File: src/rtl/adc_serial_responder.sv
// Target end of the 3-wire serial ADC link: shifts held parallel samples out on adc_sd
// in the converter's frame format, oversampling adc_clk/adc_cs in the system clock domain.
module adc_serial_responder #(
    parameter int unsigned SAMPLE_WIDTH = 12,
    parameter int unsigned LEAD_ZEROS   = 4,
    parameter int unsigned SYNC_STAGES  = 2,
    parameter int unsigned CNT_W        = 8
) (
    input  logic                    clk,
    input  logic                    resetn,
    input  logic [SAMPLE_WIDTH-1:0] sample_in,
    input  logic                    sample_valid,
    input  logic                    adc_clk,
    input  logic                    adc_cs,
    output logic                    adc_sd,
    output logic                    adc_sd_oe,
    output logic                    sample_taken,
    output logic                    frame_done,
    output logic                    frame_abort,
    output logic [CNT_W-1:0]        overrun_count
);

    localparam int unsigned FRAME_BITS = LEAD_ZEROS + SAMPLE_WIDTH;
    localparam int unsigned BIT_CNT_W  = $clog2(FRAME_BITS + 1);

    typedef enum logic [1:0] {StIdle, StShift, StDone} state_e;

    // Synchronizers are preset high: serial clock high, chip select deasserted.
    logic [SYNC_STAGES-1:0] clk_sync_q;
    logic [SYNC_STAGES-1:0] cs_sync_q;
    logic                   clk_hist_q;
    logic                   cs_hist_q;

    logic clk_s;
    logic cs_s;
    logic clk_fall;
    logic cs_fall;
    logic cs_rise;

    always_ff @(posedge clk) begin
        if (!resetn) begin
            clk_sync_q <= '1;
            cs_sync_q  <= '1;
            clk_hist_q <= 1'b1;
            cs_hist_q  <= 1'b1;
        end else begin
            clk_sync_q <= {clk_sync_q[SYNC_STAGES-2:0], adc_clk};
            cs_sync_q  <= {cs_sync_q[SYNC_STAGES-2:0], adc_cs};
            clk_hist_q <= clk_sync_q[SYNC_STAGES-1];
            cs_hist_q  <= cs_sync_q[SYNC_STAGES-1];
        end
    end

    assign clk_s    = clk_sync_q[SYNC_STAGES-1];
    assign cs_s     = cs_sync_q[SYNC_STAGES-1];
    assign clk_fall = clk_hist_q & ~clk_s;
    assign cs_fall  = cs_hist_q & ~cs_s;
    assign cs_rise  = ~cs_hist_q & cs_s;

    state_e                  state_q, state_d;
    logic [FRAME_BITS-1:0]   shift_q, shift_d;
    logic [BIT_CNT_W-1:0]    bit_cnt_q, bit_cnt_d;
    logic [SAMPLE_WIDTH-1:0] holding_q, holding_d;
    logic                    pending_q, pending_d;
    logic [CNT_W-1:0]        overrun_q, overrun_d;
    logic                    sd_q, sd_d;
    logic                    oe_q, oe_d;
    logic                    taken_q, taken_d;
    logic                    done_q, done_d;
    logic                    abort_q, abort_d;
    logic                    load;

    always_comb begin
        state_d   = state_q;
        shift_d   = shift_q;
        bit_cnt_d = bit_cnt_q;
        load      = 1'b0;
        done_d    = 1'b0;
        abort_d   = 1'b0;

        unique case (state_q)
            StIdle: begin
                if (cs_fall) begin
                    load      = 1'b1;
                    state_d   = StShift;
                    shift_d   = {{LEAD_ZEROS{1'b0}}, holding_q};
                    bit_cnt_d = '0;
                end
            end
            StShift: begin
                // A chip-select rise beats a coincident serial clock fall.
                if (cs_rise) begin
                    abort_d = 1'b1;
                    state_d = StIdle;
                end else if (clk_fall) begin
                    bit_cnt_d = bit_cnt_q + BIT_CNT_W'(1);
                    shift_d   = shift_q << 1;
                    if (bit_cnt_q == BIT_CNT_W'(FRAME_BITS - 1)) begin
                        done_d  = 1'b1;
                        state_d = StDone;
                    end
                end
            end
            StDone: begin
                if (cs_rise) begin
                    state_d = StIdle;
                end
            end
            default: state_d = StIdle;
        endcase

        // Pad outputs are registered so adc_sd never glitches while driven.
        oe_d    = (state_d == StShift);
        sd_d    = oe_d & shift_d[FRAME_BITS-1];
        taken_d = load;
    end

    // Holding register: a load and a write in the same cycle keeps the new value pending.
    always_comb begin
        holding_d = holding_q;
        pending_d = pending_q;
        overrun_d = overrun_q;
        if (sample_valid) begin
            holding_d = sample_in;
        end
        if (load) begin
            pending_d = sample_valid;
        end else if (sample_valid) begin
            pending_d = 1'b1;
            if (pending_q && (overrun_q != '1)) begin
                overrun_d = overrun_q + CNT_W'(1);
            end
        end
    end

    always_ff @(posedge clk) begin
        if (!resetn) begin
            state_q   <= StIdle;
            shift_q   <= '0;
            bit_cnt_q <= '0;
            holding_q <= '0;
            pending_q <= 1'b0;
            overrun_q <= '0;
            sd_q      <= 1'b0;
            oe_q      <= 1'b0;
            taken_q   <= 1'b0;
            done_q    <= 1'b0;
            abort_q   <= 1'b0;
        end else begin
            state_q   <= state_d;
            shift_q   <= shift_d;
            bit_cnt_q <= bit_cnt_d;
            holding_q <= holding_d;
            pending_q <= pending_d;
            overrun_q <= overrun_d;
            sd_q      <= sd_d;
            oe_q      <= oe_d;
            taken_q   <= taken_d;
            done_q    <= done_d;
            abort_q   <= abort_d;
        end
    end

    assign adc_sd        = sd_q;
    assign adc_sd_oe     = oe_q;
    assign sample_taken  = taken_q;
    assign frame_done    = done_q;
    assign frame_abort   = abort_q;
    assign overrun_count = overrun_q;

endmodule
File: config.mk
export PLATFORM = sky130hd
export DESIGN_NAME = adc_serial_responder
export DESIGN_NICKNAME = d
export VERILOG_FILES = /design/src/rtl/adc_serial_responder.sv
export SDC_FILE = /design/constraint.sdc
export NUM_CORES = 1
export LEC_CHECK = 0
export CORE_ASPECT_RATIO = 0.6
export CORE_MARGIN = 2
export CORE_UTILIZATION = 45
export DETAILED_ROUTE_END_ITERATION = 10
export PLACE_DENSITY = 0.75
export SETUP_SLACK_MARGIN = 0.05
export SYNTH_ARGS = -nofsm -noshare
export SYNTH_HDL_FRONTEND = slang
export SYNTH_SLANG_ARGS = --single-unit
File: constraint.sdc
create_clock -name clk -period 2 [get_ports clk]
set_input_delay 0.2 -clock clk [delete_from_list [all_inputs] [get_ports clk]]
set_output_delay 0.2 -clock clk [all_outputs]
set_load 0.01 [all_outputs]
## Word-level counts from Yosys, hierarchy flattened

Cells that the tools add are included.

- Reduce and logical (&&, ||, !) cells: 8
- Mux-type cells: 20
- Eq/ne operators: 8
- Bitwise gates (word level): 11
- $add $sub $neg: 2

Operators with widths:

| operator | count |
|---|---|
| $mux W16 | 3 |
| $pmux W16 S2 | 1 |
| $mux W5 | 3 |
| $mux W2 | 5 |
| $pmux W5 S2 | 1 |
| $add A8 B1 Y8 const B | 1 |
| $ne A8 B8 Y1 const B | 1 |
| $not A1 Y1 | 7 |
| $mux W1 | 6 |
| $ne A2 B2 Y1 const B | 3 |
| $pmux W2 S3 | 1 |
| $add A5 B1 Y5 const B | 1 |
| $eq A5 B4 Y1 const B | 1 |
| $and A1 B1 Y1 | 4 |
| $eq A2 B1 Y1 const B | 2 |
| $reduce_and A4 Y1 | 1 |
| $reduce_bool A2 Y1 | 2 |
| $reduce_or A4 Y1 | 1 |
| $reduce_and A3 Y1 | 1 |
| $eq A2 B2 Y1 const B | 1 |
| $logic_not A2 Y1 | 1 |
| $reduce_and A2 Y1 | 1 |
| $logic_and A1 B1 Y1 | 1 |

- Register bits: 55
- Word-level logic and storage cells: 65
- Bits of input ports: 17

## Depth between registers and ports, before layout

- Depth in word-level cells: 7
- Gate-level depth with buffers: 7
- Depth with buffers taken out: 7

## Least setup slack after synthesis

OpenSTA, ideal clock, no wires.

- Path kind: register -> register
- Start: register state_q[0]
- End: register overrun_q[1] (netlist: overrun_count[1])
- Buffers on the path: 2
- Slack: 426 ps
- Setup time: 128 ps
- Arrival time: 1446 ps
- Stages on the path, launching flop included: 7
- Period minus slack after synthesis: 1574 ps
- Path through: dfxtp_1 -> or4b_1 -> buf_4 -> o2111ai_4 -> buf_6 -> mux2i_1 -> nor2_1

- Longest elaborated chain between the ends: 4

Ends and longest elaborated chain:

| element | line | text |
|---|---|---|
| start: declaration | 60 | `state_e state_q, state_d;` |
| start signal: assignment | 138 | `state_q <= StIdle;` |
| start signal: assignment | 150 | `state_q <= state_d;` |
| $logic_not A2 Y1 | 81 | `unique case (state_q)` |
| $mux W1 | 81 |  |
| $not A1 Y1 (no source line) | n/a |  |
| $reduce_and A3 Y1 (no source line) | n/a |  |
| end signal: assignment | 155 | `overrun_q <= overrun_d;` |
| end: declaration | 65 | `logic [CNT_W-1:0] overrun_q, overrun_d;` |

No other way between the ends.
A chain may end at the register's enable or synchronous reset.

## Final worst setup path

- Start: register overrun_q[0] (netlist: overrun_count[0])
- End: register overrun_q[5] (netlist: overrun_count[5])

- Longest elaborated chain between the ends: 3
- Elaborated cells between the ends (all ways): 4
- Those cells by class: add/sub (1); eq/ne (1); reduce/logical (2)

Ends and longest elaborated chain:

| element |
|---|
| branches (longest 3 deep; another with $add A8 B1 Y8) |

Several ways; the timed one is not identified.

==> impl_metrics.toml <==
[critical_path]
endpoint_kind = "register"
reg2reg_slack_ps = 290
critPathLaunchType = "register"
r2r_cells = 5
r2r-start = "overrun_count[0]"
r2r-end = "overrun_count[5]"
worstPathRequired_ps = 2230
path_max_fanout = 14
criticalPathCategory = "register to register"
arrival_ps = 1940

[sta]
fin_skew_ps = 4.69
max_clock_freq_ghz = 0.584
fin_tns_setup_ps = 0
slew_viol_final = 0
layout_min_cycle_time_ps = 1710
min_period_over_period_pct = 85.6
setup_viol = 0
slew_headroom_pct = 69.9
hold_ws_ps = 419
hold_viol_final = 0
worst_pin_slew_ps = 448
rsz0062_at_grt = "no"

[drt]
first_pass_iters = 4
drc = 0
wl_per_cell_um = 13.3
drtAntennaViolNets = 0
maxUsedRoutingLayer = "met4"
drtIter0Drc = 81
met1_length_um = 2170
wl_met2_um = 1880
route.vias.total = 1713
viasPerCell = 5.27
met3_length_um = 243
totalWireLength_um = 4330

[yosys]
synth-edff-count = 0
seq_area_frac_synth_pct = 51.5
syn_area_per_cell_um2 = 9.34
ys_ff_latch = 55
syn-instance-count = 229
syn-num-nets = 249
syn_area_um2 = 2140
synth_cell_types = 37
yosysWarnings = 0
synth_ff_type = "dfxtp_1"
async_reset_ff_share_pct = 0

[hold_path]
hold-path-endpoint = "clk_sync_q[1]"
hold_path_startpoint = "clk_sync_q[0]"
hold_path.class = "register to register"
whs_path_depth = 1

[cells_and_area]
diodes = 0
fillCellCount = 442
final_layout_size_suffix_gt1_share_pct = 7.63
nNetsFinal = 281
area_growth_pct = 22.0

[clock_tree]
clockRootBuffer = "clkbuf_8"
cts_setup_buffers = 0
clk_pin_slew_ps = 90
hold_buffers = 0
cts_inserted_buffers = 5
tritoncts = "yes"
clk_path_buf_depth = 2
clkLatencyLatePin_ps = 310
cts.repair.resized = 0
cts-htree-levels = 2
cts_sinks = 55

[global_route]
grtUsageTotal_pct = 18.0
antenna_found_initial = 0
grt_first_pass_wirelength_um = 7470
grt_pass1_vias = 1624
grt_max_degree = 30
grt-ovfl-total = 0

[floorplanning]
die_w_um = 93.0
initial_utilization_pct = 46.9
die_y_um = 57.4
core-area_um2 = 4560
die_area_um2 = 5340
io-pin-count = 30
rows = 19

[pwr]
total_leakage_power_uw = 0.000927
ir_drop_v = 0.000400
power.density_nw_per_um2 = 724

[placement]
dp_hpwl_um = 3080
place_congestion = 0.791
io_buffers = 29

[job]
maxCapViolCount = 0

[outcome]
status = "completed"
worst max-delay path by stage:
| stage | startpoint | slack, ps | cells past startpoint | to |
|---|---|---|---|---|
| after floorplan | state_q[0] | 430 | 6 | overrun_count[1] |
| after global placement | sample_valid | 290 | 4 | overrun_count[5] |
| after detailed placement | sample_valid | 280 | 4 | overrun_count[5] |
| after CTS | overrun_count[0] | 290 | 5 | overrun_count[5] |
| after global routing | overrun_count[0] | 120 | 5 | overrun_count[5] |
| final | overrun_count[0] | 290 | 5 | overrun_count[5] |
area by class of cell:
cell class / count / area, um^2 / area share (%)
flip-flops and latches: 55 / 1100 / 42.2
well taps: 63 / 78.8 / 3.02
repair buffers: 39 / 378 / 14.5
clock inverters: 2 / 12.5 / 0.479
inverters: 3 / 11.3 / 0.431
multi-input cells: 157 / 957 / 36.7
clock buffers: 6 / 72.6 / 2.78
sequential cells by signal (all words and copies together) (netlist names):
name / count
adc_sd: 1
adc_sd_oe: 1
bit_cnt_q: 5
clk_hist_q: 1
clk_sync_q: 2
cs_hist_q: 1
cs_sync_q: 2
frame_abort: 1
frame_done: 1
holding_q: 12
overrun_count: 8
pending_q: 1
sample_taken: 1
shift_q: 16
state_q: 2
cells in the mapped netlist, types with 2 or more instances:
| master | count | area (um^2) |
|---|---|---|
| dfxtp_1 | 55 | 1100 |
| a21oi_1 | 26 | 130 |
| nand2_1 | 24 | 90.1 |
| nor2_1 | 19 | 71.3 |
| mux2i_1 | 14 | 140 |
| nand3_1 | 12 | 60.1 |
| a22oi_1 | 11 | 82.6 |
| nand2b_1 | 8 | 50.1 |
| clkbuf_1 | 7 | 26.3 |
| or3_1 | 6 | 37.5 |
| buf_2 | 5 | 25.0 |
| and3_1 | 3 | 18.8 |
| ha_1 | 3 | 37.5 |
| nor3_1 | 3 | 15.0 |
| o21ai_0 | 3 | 15.0 |
| o21ai_1 | 3 | 15.0 |
| inv_1 | 2 | 7.51 |
| nand3b_1 | 2 | 15.0 |
| nand4_1 | 2 | 12.5 |
| o31ai_1 | 2 | 15.0 |
| or4_1 | 2 | 15.0 |
| xor2_1 | 2 | 17.5 |
logic make-up (layout without fill, tap and decap cells):
family                     after synthesis  after routing  share of synthesized area (%)
and+or+nand+nor                         88             88                           20.9
DFF                                     55             55                           51.5
AOI/OAI and AO/OA                       49             49                           14.3
buffers and inverters                   17             50                           3.80
muxes                                   14             14                           6.55
adders and majority gates                3              3                           1.75
xor gates and xnor gates                 3              3                           1.23
stage by stage:
stage | setup slack [ps] | utilization, % | total power [uW] | cells | area (um^2)
2_1_floorplan | 426 | - | 1250 | 229 | 2140
3_3_place_gp | 289 | 55.3 | 1310 | 317 | 2530
3_5_place_dp | 282 | 55.3 | 1320 | 317 | 2530
4_1_cts | 291 | 57.2 | 1910 | 325 | 2610
5_1_grt | 119 | 57.2 | 1980 | 325 | 2610
6_report | 289 | 57.2 | 1890 | 325 | 2610
report_power, final:
group | switching [uW] | internal [uW] | total (uW)
registers | 19.3 | 1120 | 1140
logic | 71.6 | 77.9 | 150
clock network | 351 | 245 | 597
total | 442 | 1450 | 1890
placed cells by master (no fill, tap or decap), types with 2 or more instances in the layout:
| cell type | netlist | final |
|---|---|---|
| dfxtp_1 | 55 | 55 |
| clkdlybuf4s50_1 | 0 | 29 |
| a21oi_1 | 26 | 26 |
| nand2_1 | 24 | 24 |
| nor2_1 | 19 | 19 |
| mux2i_1 | 14 | 14 |
| nand3_1 | 12 | 12 |
| a22oi_1 | 11 | 11 |
| buf_4 | 1 | 9 |
| nand2b_1 | 8 | 8 |
| or3_1 | 6 | 6 |
| clkbuf_8 | 0 | 5 |
| and3_1 | 3 | 3 |
| o21ai_0 | 3 | 3 |
| nor3_1 | 3 | 3 |
| o21ai_1 | 3 | 3 |
| ha_1 | 3 | 3 |
| inv_1 | 2 | 2 |
| nand4_1 | 2 | 2 |
| xor2_1 | 2 | 2 |
| nand3b_1 | 2 | 2 |
| o31ai_1 | 2 | 2 |
| or4_1 | 2 | 2 |
worst max-delay path, stage by stage (launching register included):
cell	delay [ps]
dfxtp_1	360
ha_1	250
nand3_1	130
o2111ai_4	220
or4_1	530
a21oi_1	150
per-layer routing:
metal | track usage, % | vias up
met1 | 25.6 | 806
li1 | - | 867
met5 | 0 | -
met4 | 7.56 | 0
met3 | 4.36 | 4
met2 | 26.5 | 36
Power figures use the tool's default switching activity.
